--- src/rtl/bc_polinomio.sv ---
// Horner sequencer for S = ((A*x)+B)*x + C: drives the datapath selects/strobes,
// each arithmetic step held LATENCIA cycles. Optional abort via BC_POLINOMIO_ABORTAR_EN.
module bc_polinomio #(
  parameter int LATENCIA = 4
) (
  input  logic       clk,
  input  logic       rst,
  input  logic       inicio,
  input  logic       abortar,
  output logic [1:0] M0,
  output logic [1:0] M1,
  output logic [1:0] M2,
  output logic       LX,
  output logic       LH,
  output logic       LS,
  output logic       H,
  output logic       pronto,
  output logic       ocupado,
  output logic [2:0] estado_o
);

  typedef enum logic [2:0] {
    IDLE  = 3'd0,
    CARGA = 3'd1,
    MUL1  = 3'd2,
    SOMA1 = 3'd3,
    MUL2  = 3'd4,
    SOMA2 = 3'd5,
    FIM   = 3'd6
  } estado_t;

  localparam logic [3:0] ULTIMO_PASSO = 4'(LATENCIA - 1);

  estado_t    estado_q, estado_d;
  logic [3:0] cnt_q, cnt_d;
  logic       ultimo;

  assign ultimo   = (cnt_q == ULTIMO_PASSO);
  assign estado_o = estado_q;

`ifndef BC_POLINOMIO_ABORTAR_EN
  logic unused_abortar;
  assign unused_abortar = abortar;
`endif

  always_ff @(posedge clk) begin
    if (rst) begin
      estado_q <= IDLE;
      cnt_q    <= 4'd0;
    end else begin
      estado_q <= estado_d;
      cnt_q    <= cnt_d;
    end
  end

  // Counter restarts at zero on every state change, so each step sees 0..LATENCIA-1.
  always_comb begin
    estado_d = estado_q;
    cnt_d    = 4'd0;
    case (estado_q)
      IDLE:  if (inicio) estado_d = CARGA;
      CARGA: estado_d = MUL1;
      MUL1:  if (ultimo) estado_d = SOMA1; else cnt_d = cnt_q + 4'd1;
      SOMA1: if (ultimo) estado_d = MUL2;  else cnt_d = cnt_q + 4'd1;
      MUL2:  if (ultimo) estado_d = SOMA2; else cnt_d = cnt_q + 4'd1;
      SOMA2: if (ultimo) estado_d = FIM;   else cnt_d = cnt_q + 4'd1;
      FIM:   estado_d = IDLE;
      default: estado_d = IDLE;
    endcase
`ifdef BC_POLINOMIO_ABORTAR_EN
    if (abortar && (estado_q != IDLE)) begin
      estado_d = IDLE;
      cnt_d    = 4'd0;
    end
`endif
  end

  // Outputs depend only on registered state and counter.
  always_comb begin
    M0      = 2'b00;
    M1      = 2'b00;
    M2      = 2'b00;
    LX      = 1'b0;
    LH      = 1'b0;
    LS      = 1'b0;
    H       = 1'b0;
    pronto  = 1'b0;
    ocupado = (estado_q != IDLE);
    case (estado_q)
      CARGA: LX = 1'b1;
      MUL1: begin
        M0 = 2'b01; M1 = 2'b00; M2 = 2'b00; H = 1'b1; LH = ultimo;
      end
      SOMA1: begin
        M0 = 2'b10; M1 = 2'b11; M2 = 2'b01; H = 1'b0; LH = ultimo;
      end
      MUL2: begin
        M0 = 2'b00; M1 = 2'b11; M2 = 2'b00; H = 1'b1; LH = ultimo;
      end
      SOMA2: begin
        M0 = 2'b11; M1 = 2'b11; M2 = 2'b01; H = 1'b0; LS = ultimo;
      end
      FIM: pronto = 1'b1;
      default: ;
    endcase
  end

endmodule

--- config.mk ---
export PLATFORM = sky130hd
export DESIGN_NAME = bc_polinomio
export DESIGN_NICKNAME = d
export VERILOG_FILES = /design/src/rtl/bc_polinomio.sv
export SDC_FILE = /design/constraint.sdc
export NUM_CORES = 1
export LEC_CHECK = 0
export ABC_CLOCK_PERIOD_IN_PS = 3100
export BUFFER_PORTS_ARGS = -buffer_cell sky130_fd_sc_hd__buf_4
export CAP_MARGIN = 20
export CORE_AREA = 2 2 39 41
export DETAILED_ROUTE_END_ITERATION = 7
export DIE_AREA = 0 0 41 43
export PLACE_DENSITY = 0.55
export SLEW_MARGIN = 10
export SYNTH_ARGS = -nofsm -noshare
export SYNTH_HDL_FRONTEND = slang
export SYNTH_SLANG_ARGS = --single-unit
--- constraint.sdc ---
create_clock -name clk -period 3.1 [get_ports clk]
set_input_delay 0.465 -clock clk [delete_from_list [all_inputs] [get_ports clk]]
set_output_delay 0.465 -clock clk [all_outputs]
set_load 0.03 [all_outputs]
; ---- Yosys cells after proc, flatten, opt, wreduce, memory -nomap -nowiden
; Index checks and enable logic that the tools add are counted.
[op_classes]
n_addsub = 1
eq_ne = 12
n_reduce_logical = 9
muxes = 14
n_bitwise = 1
[ops]
columns = cell, count
row1 = $pmux 3 s6, 1
row2 = $mux 3, 5
row3 = $ne 2x2->1 const B, 5
row4 = $eq 3x3->1 const B, 3
row5 = $reduce_or 3->1, 3
row6 = $eq 3x2->1 const B, 2
row7 = $mux 1, 6
row8 = $pmux 2 s3, 1
row9 = $reduce_and 5->1, 1
row10 = $add 4x1->4 const B, 1
row11 = $eq 4x2->1 const B, 1
row12 = $reduce_or 2->1, 2
row13 = $reduce_or 4->1, 1
row14 = $eq 3x1->1 const B, 1
row15 = $logic_not 3->1, 1
row16 = $reduce_bool 3->1, 1
row17 = $mux 2, 1
row18 = $not 1->1, 1
[totals]
in_bits = 4
ff_bits = 7
out_inout_bits = 15

; ---- Depth between registers and ports, before layout
; Gate-level depths: netlist of the first run.
[depth]
ltp_word = 4
mapped_depth = 5

; ---- Worst setup path before layout of the first run
; OpenSTA, ideal clock, no wires.
[synth_path]
path_kind = register -> output
start = reg estado_q[0], in the netlist estado_o[0]
end = out M0[0]
arrival_time_ps = 1494
stages_incl_launch_ff = 4
path_slack_ps = 1141
path_cell_list = dfxtp_1 clkbuf_1 nand2b_1 o21ai_0
[synth_between]
elab_chain_cells = 2
elab_cells_between_ends = 4
cone_classes = eq/ne: 3 / mux: 1
[synth_rtl]
columns = item, line_no
row1 = "start, declared", 34  ; estado_t estado_q, estado_d;
row2 = "start signal, assigned", 51  ; estado_q <= estado_d;
row3 = $eq 3x3->1 or $eq 3x2->1 (tied branches), 89  ; case (estado_q)
row4 = $pmux 2 s3 *, 89
row5 = "end, declared", 10  ; output logic [1:0] M0,
; Mark *: on every way between the ends. The rest lies on a longest branch, timed or not.

; ---- Worst setup path in the final report of the first run
[layout_path]
start = reg cnt_q[0]
end = out LH
[layout_between]
elab_chain_cells = 2
[layout_rtl]
columns = item, line_no
row1 = "start, declared", 35  ; logic [3:0] cnt_q, cnt_d;
row2 = "start signal, assigned", 52  ; cnt_q <= cnt_d;
row3 = $eq 4x2->1, 38  ; assign ultimo = (cnt_q == ULTIMO_PASSO);
row4 = $mux 1, 89
row5 = "end, declared", 14  ; output logic LH,
; Every way passes these cells.

==> results by group, run 1 <==
Run status
  • Status: complete, no violations

Setup path
  • CP max FO: 4
  • Reg2reg end: estado_o[0]
  • R2r startpoint: cnt_q[0]
  • Critical-path top delay cell: or3b_2
  • Crit path capture type: output pin
  • Crit path largest cell delay: 0.50 ns
  • Crit start category: flop
  • Worst Path Arrival: 1.60 ns
  • Data required, critical path: 2.63 ns
  • WS Path Type: reg -> out
  • Worst reg2reg path depth: 4
  • R2R setup slack: 1.55 ns
  • CP Cell Sequence: ha_1 > or3b_2 > nor2_1 > buf_4

Finish
  • P&R area growth vs syn: 32.06%
  • Fin nets: 76
  • Non-filler cells, final: 86
  • Filler cells: 153
  • Antenna fix cells: 0
  • Layout Utilization: 40.60%
  • Most common cell after layout, fill and taps aside: buf_4
  • Share of layout cells above drive strength 1: 31.43%
  • Multi-input gate area: 247.7 um2
  • Flip-flop and latch area: 140.1 um2
  • Most frequent cells in the layout: buf_4, nor2_1, dfxtp_1, nand2_1

Timing
  • Crit path time final: 2.064 ns
  • Final slew viol count: 0
  • Fmax achieved: 484.5 MHz
  • Setup violations, final: 0
  • Fin Setup TNS: 0 ns
  • Clock Skew: 0.0005949 ns
  • Final hold violations: 0
  • Final period util: 66.58%
  • RSZ-0062 raised after global routing: no

Place
  • Hpwl dp: 639.4 um
  • Placed Cells: 82
  • # port buffers: 16
  • Final GP Congestion: 0.6939

Synthesis
  • Synthesized Nets: 59
  • Sequential fraction of the synthesis area: 32.94%
  • Post-Syn Area per Cell: 7.878 um2
  • Synth Instances: 54
  • Netlist Area Pre-Place: 425.4 um2
  • #FFs+latches synth: 7
  • Count of different cell masters after synthesis: 26
  • Yosys warning count: 0

GRT
  • Initial antenna violation count: 0
  • Global-route wire length before repair: 1255 um
  • Total track usage: 10.47%
  • Largest net degree at the start of global routing: 14
  • Vias in the first global route: 328
  • Total global routing overflow: 0

Power
  • Pwr Density: 416.4 nW/um2
  • Total power draw: 0.0002339 W
  • Leakage power: 0.2440 nW
  • VDD IR-drop max: 0.2090 mV

Floorplan
  • Site row count: 14
  • Core Box Area: 1384 um2
  • Die height: 43 um
  • Die width: 41 um
  • Number of I/O pins: 19
  • Die ar.: 1763 um2
  • Initial Util: 30.74%

Clocking
  • Post-CTS Setup Inserts: 0
  • Clk root buf: clkbuf_4
  • Worst-path clk slew: 0.05 ns
  • H-tree levels: 1
  • Num Clock Sinks: 7
  • Post-CTS Hold Fix Bufs: 0
  • Clock buffer depth: 2
  • Worst skew pair latency: 0.24 ns
  • CTS tree: yes
  • Num CTS Buffers: 3
  • Post-CTS Resized: 0

Detailed routing
  • DR DRC count: 0
  • DRT iter0 DRCs: 1
  • Routed Antenna Nets: 0
  • Routed wire per std cell: 9.140 um
  • Total number of vias: 390
  • Final WL: 786 um
  • DRT Pass-1 Iters: 3
  • Avg Vias per Cell: 4.535

Flow run
  • Max-cap violations: 0

Min path
  • Hold path depth: 2
  • Worst Hold End: estado_o[0]
  • Hold path start: rst
  • Worst hold path class: in -> reg
[cell families after synthesis]
group	synth area share [%]
compound gates	12.35
simple gates	35.89
other cells	0.8815
buf+inv	8.822
flops	32.94
fa+ha+maj	2.941
xor+xnor	6.178
[where the power goes]
part	internal (W)	total, W	switching (W)
clock	0.0000489	0.0000785	0.0000297
sequential	0.0000932	0.0000992	0.00000603
combinational	0.0000234	0.0000562	0.0000328
[flip-flops by register name, indices dropped and copies added (netlist names)]
signal,count
estado_o,3
cnt_q,4
[metal layers]
metal	track usage, %	up-vias	share of wire (%)
met5	0	-	0
met4	8.000	0	0
met3	1.571	0	9.0
met2	15.00	13	44
met1	13.31	168	47
li1	-	209	-
[how the worst max path moves through the flow]
stage                       end  depth (start not counted)        start
after global routing         LS                          5     cnt_q[0]
after floorplan           M0[0]                          3  estado_o[0]
after global placement       LH                          4     cnt_q[0]
after CTS                    LH                          4     cnt_q[0]
final                        LH                          4     cnt_q[0]
after detailed placement     LH                          4     cnt_q[0]
[per-stage QoR]
step,setup WS (ns),instance area [um2],hold slack [ns]
3_3_place_gp,1.290,535.5,0.4356
5_1_grt,0.9618,561.8,0.4119
6_report,1.036,561.8,0.4069
3_5_place_dp,1.292,535.5,0.4452
4_1_cts,1.021,561.8,0.4008
2_1_floorplan,1.141,425.4,0.4176
[critical path: cells and delay by family, from the launching register on]
kind | cells | cell delay [ns]
adder cells (fa/ha/maj) | 1 | 0.23
buffers and inverters | 1 | 0.16
flip-flops | 1 | 0.35
AND/OR/NAND/NOR | 2 | 0.62
[synth_stat cells (all sizes together)]
cell type,n,area share [%]
nor3b,1,1.8
nand2b,1,1.5
or3b,1,2.1
xor2,1,2.1
nor2,10,8.8
dfxtp,7,33
ha,1,2.9
nor2b,3,4.4
conb,1,0.88
a311o,1,2.4
or2b,1,1.8
and2b,1,1.8
o21a,1,1.8
o21ai,1,1.2
inv,2,1.8
xnor2,2,4.1
a221oi,1,3.5
and2,1,1.5
buf,3,6.2
or3,1,1.5
or4b,1,3.2
nand2,6,5.3
a21oi,3,3.5
clkbuf,1,0.88
nand3,2,2.4
[area by class of cell]
class	count	share of cell area (%)
inverter	2	1.336
clock buffer	4	4.677
multi-input combinational	41	44.10
sequential	7	24.94
tap	16	3.563
timing repair buffer	16	21.38
Note: power is estimated with default switching activity, not from simulation.
==> run 2: changes to the inputs <==
ABC_CLOCK_PERIOD_IN_PS = 1700   (was 3100)
PLACE_DENSITY = 0.57   (was 0.55)
clock period = 1.7 ns   (was 3.1 ns; I/O delays follow)
==> run 2 against run 1 <==
Effect of this change:
- die area is the same
- critical path type unchanged
- via count grew 3.1%
- register-to-register slack lost 1.3 ns
- first-iteration DRC count grew to 4.0 times the previous value
- combinational power grew 94%
- sequential share of layout area shrank 2.1 points
- largest cell class unchanged
- sequential cell count is the same
- non-clock buffer count grew 4
- wire length grew 13%
- largest power group unchanged
- worst hold slack lost 0.21 ns
==> results by group, run 2 (same netlist as run 1, synthesis figures left out) <==
Place
  • Placed Instance Area: 553.0 um2 (+3.3%)
  • # port buffers: 16 (unchanged)
  • Final GP Congestion: 0.7275 (+4.8%)
  • Hpwl dp: 660.5 um (+3.3%)

Finish
  • P&R area growth vs syn: 47.94%
  • Max FFs per register: 4 (unchanged)
  • Layout Utilization: 45.48% (+4.9 points)
  • Fin nets: 80 (+5.3%)
  • Share of layout cells above drive strength 1: 44.59% (+13 points)
  • Most frequent cells in the layout: buf_4, nor2_1, nand2_1, dfxtp_1
  • Most common cell after layout, fill and taps aside: buf_4
  • Most flop-heavy register: cnt_q
  • Design area: 629.4 um2 (+12%)
  • Antenna fix cells: 0 (unchanged)

GRT
  • GR Layer Usage met3: 1.571% (unchanged)
  • Initial antenna violation count: 0 (unchanged)
  • Largest net degree at the start of global routing: 11 (-3)
  • GRT Max-Usage Layer: met2
  • Total global routing overflow: 0 (unchanged)
  • Vias in the first global route: 344 (+4.9%)
  • GR Util met1: 14.84% (+1.5 points)
  • Total track usage: 11.56% (+1.1 points)
  • Met2 usage: 15.00% (unchanged)
  • Global-route wire length before repair: 1352 um (+7.7%)

Detailed routing
  • DRT iter0 DRCs: 4 (+3)
  • Routed wire per std cell: 9.867 um (+8.0%)
  • Total number of vias: 402 (+3.1%)
  • DRT Pass-1 Iters: 2 (-1)
  • Final WL: 888 um (+13%)
  • DR DRC count: 0 (unchanged)
  • Routed Antenna Nets: 0 (unchanged)
  • Avg Vias per Cell: 4.467 (-1.5%)

Clocking
  • CTS tree: yes
  • Num CTS Buffers: 3 (unchanged)
  • Clock buffer depth: 2 (unchanged)
  • H-tree levels: 1 (unchanged)
  • Clk root buf: clkbuf_4
  • Num Clock Sinks: 7 (unchanged)
  • Worst-path clk slew: 0.05 ns (about the same)
  • Worst skew pair latency: 0.24 ns (about the same)

Setup path
  • Worst reg2reg path depth: 5 (+1)
  • Crit path capture type: output pin
  • WS Path Type: reg -> out
  • Crit start category: flop
  • CP max FO: 4 (unchanged)
  • Data required, critical path: 1.44 ns (-1.19 ns)
  • Worst Path Arrival: 1.40 ns (-0.20 ns)

Flow run
  • Max-cap violations: 0 (unchanged)

Floorplan
  • Number of I/O pins: 19 (unchanged)
  • Core Box Area: 1384 um2 (unchanged)
  • Die ar.: 1763 um2 (unchanged)
  • Die width: 41 um (unchanged)
  • Initial Util: 30.74% (unchanged)
  • Site row count: 14 (unchanged)
  • Die height: 43 um (unchanged)

Run status
  • Status: complete, no violations

Timing
  • Crit path time final: 1.652 ns
  • Setup violations, final: 0 (unchanged)
  • Final slew viol count: 0 (unchanged)
  • Clock Skew: 0.001638 ns (+0.001043 ns)
  • Final hold violations: 0 (unchanged)
  • Final period util: 97.19%
  • Min Hold Slack: 0.1968 ns (-0.2101 ns)
  • Fmax achieved: 605.3 MHz

Power
  • VDD IR-drop max: 0.3533 mV (+69%)
  • Total power draw: 0.0004328 W (+85%)
  • Pwr Density: 687.7 nW/um2 (+65%)
  • Leakage power: 0.2716 nW (+11%)

Min path
  • Worst hold path class: in -> reg
  • Hold path depth: 2 (unchanged)
## run 2: cell type report
| class | instances | area [um2] |
|---|---|---|
| fill | 149 | 754.5 |
| multi-input combinational | 41 | 277.8 |
| timing repair buffer | 20 | 153.9 |
| sequential | 7 | 143.9 |
| clock buffer | 4 | 26.28 |
| tap | 16 | 20.02 |
| inverter | 2 | 7.507 |
## run 2: through the flow
stage,setup WS (ns),TNS [ns],std cells
after floorplan,0.009696,0,54
after global placement,0.1023,0,84
after detailed placement,0.09831,0,84
after CTS,0.003365,0,90
after global routing,-0.006031,-0.006031,90
final,0.04780,0,90
## run 2: worst paths after layout
path | from | to | slack [ns]
max | cnt_q[0] | LH | 0.05
min | rst | estado_o[0] | 0.20
max reg2reg | cnt_q[0] | estado_o[0] | 0.21
min reg2reg | cnt_q[0] | cnt_q[0] | 0.46
## run 2: routing by layer
metal / share of wire, % / vias to the layer above
met4: 1.2 / 0
met5: 0 / -
met1: 43 / 171
li1: - / 216
met2: 48 / 13
met3: 7.8 / 2
## run 2: timing repair
item	4_1_cts	5_1_grt
resized for setup	6	4
pin swaps	1	1
setup buffers	2	0
setup endpoints to repair	2	3
hold buffers	0	0
## run 2: where the power goes
| group | switching, W | total [W] | internal, W |
|---|---|---|---|
| logic | 0.0000637 | 0.000109 | 0.0000455 |
| clock network | 0.0000546 | 0.000144 | 0.0000891 |
| registers | 0.00000979 | 0.000180 | 0.000170 |
## run 2: worst max-delay path, stage by stage, from the launching register on
cell and delay, ns:
dfxtp_2 0.36, ha_4 0.15, or3b_4 0.39, nor2_4 0.12, buf_6 0.13
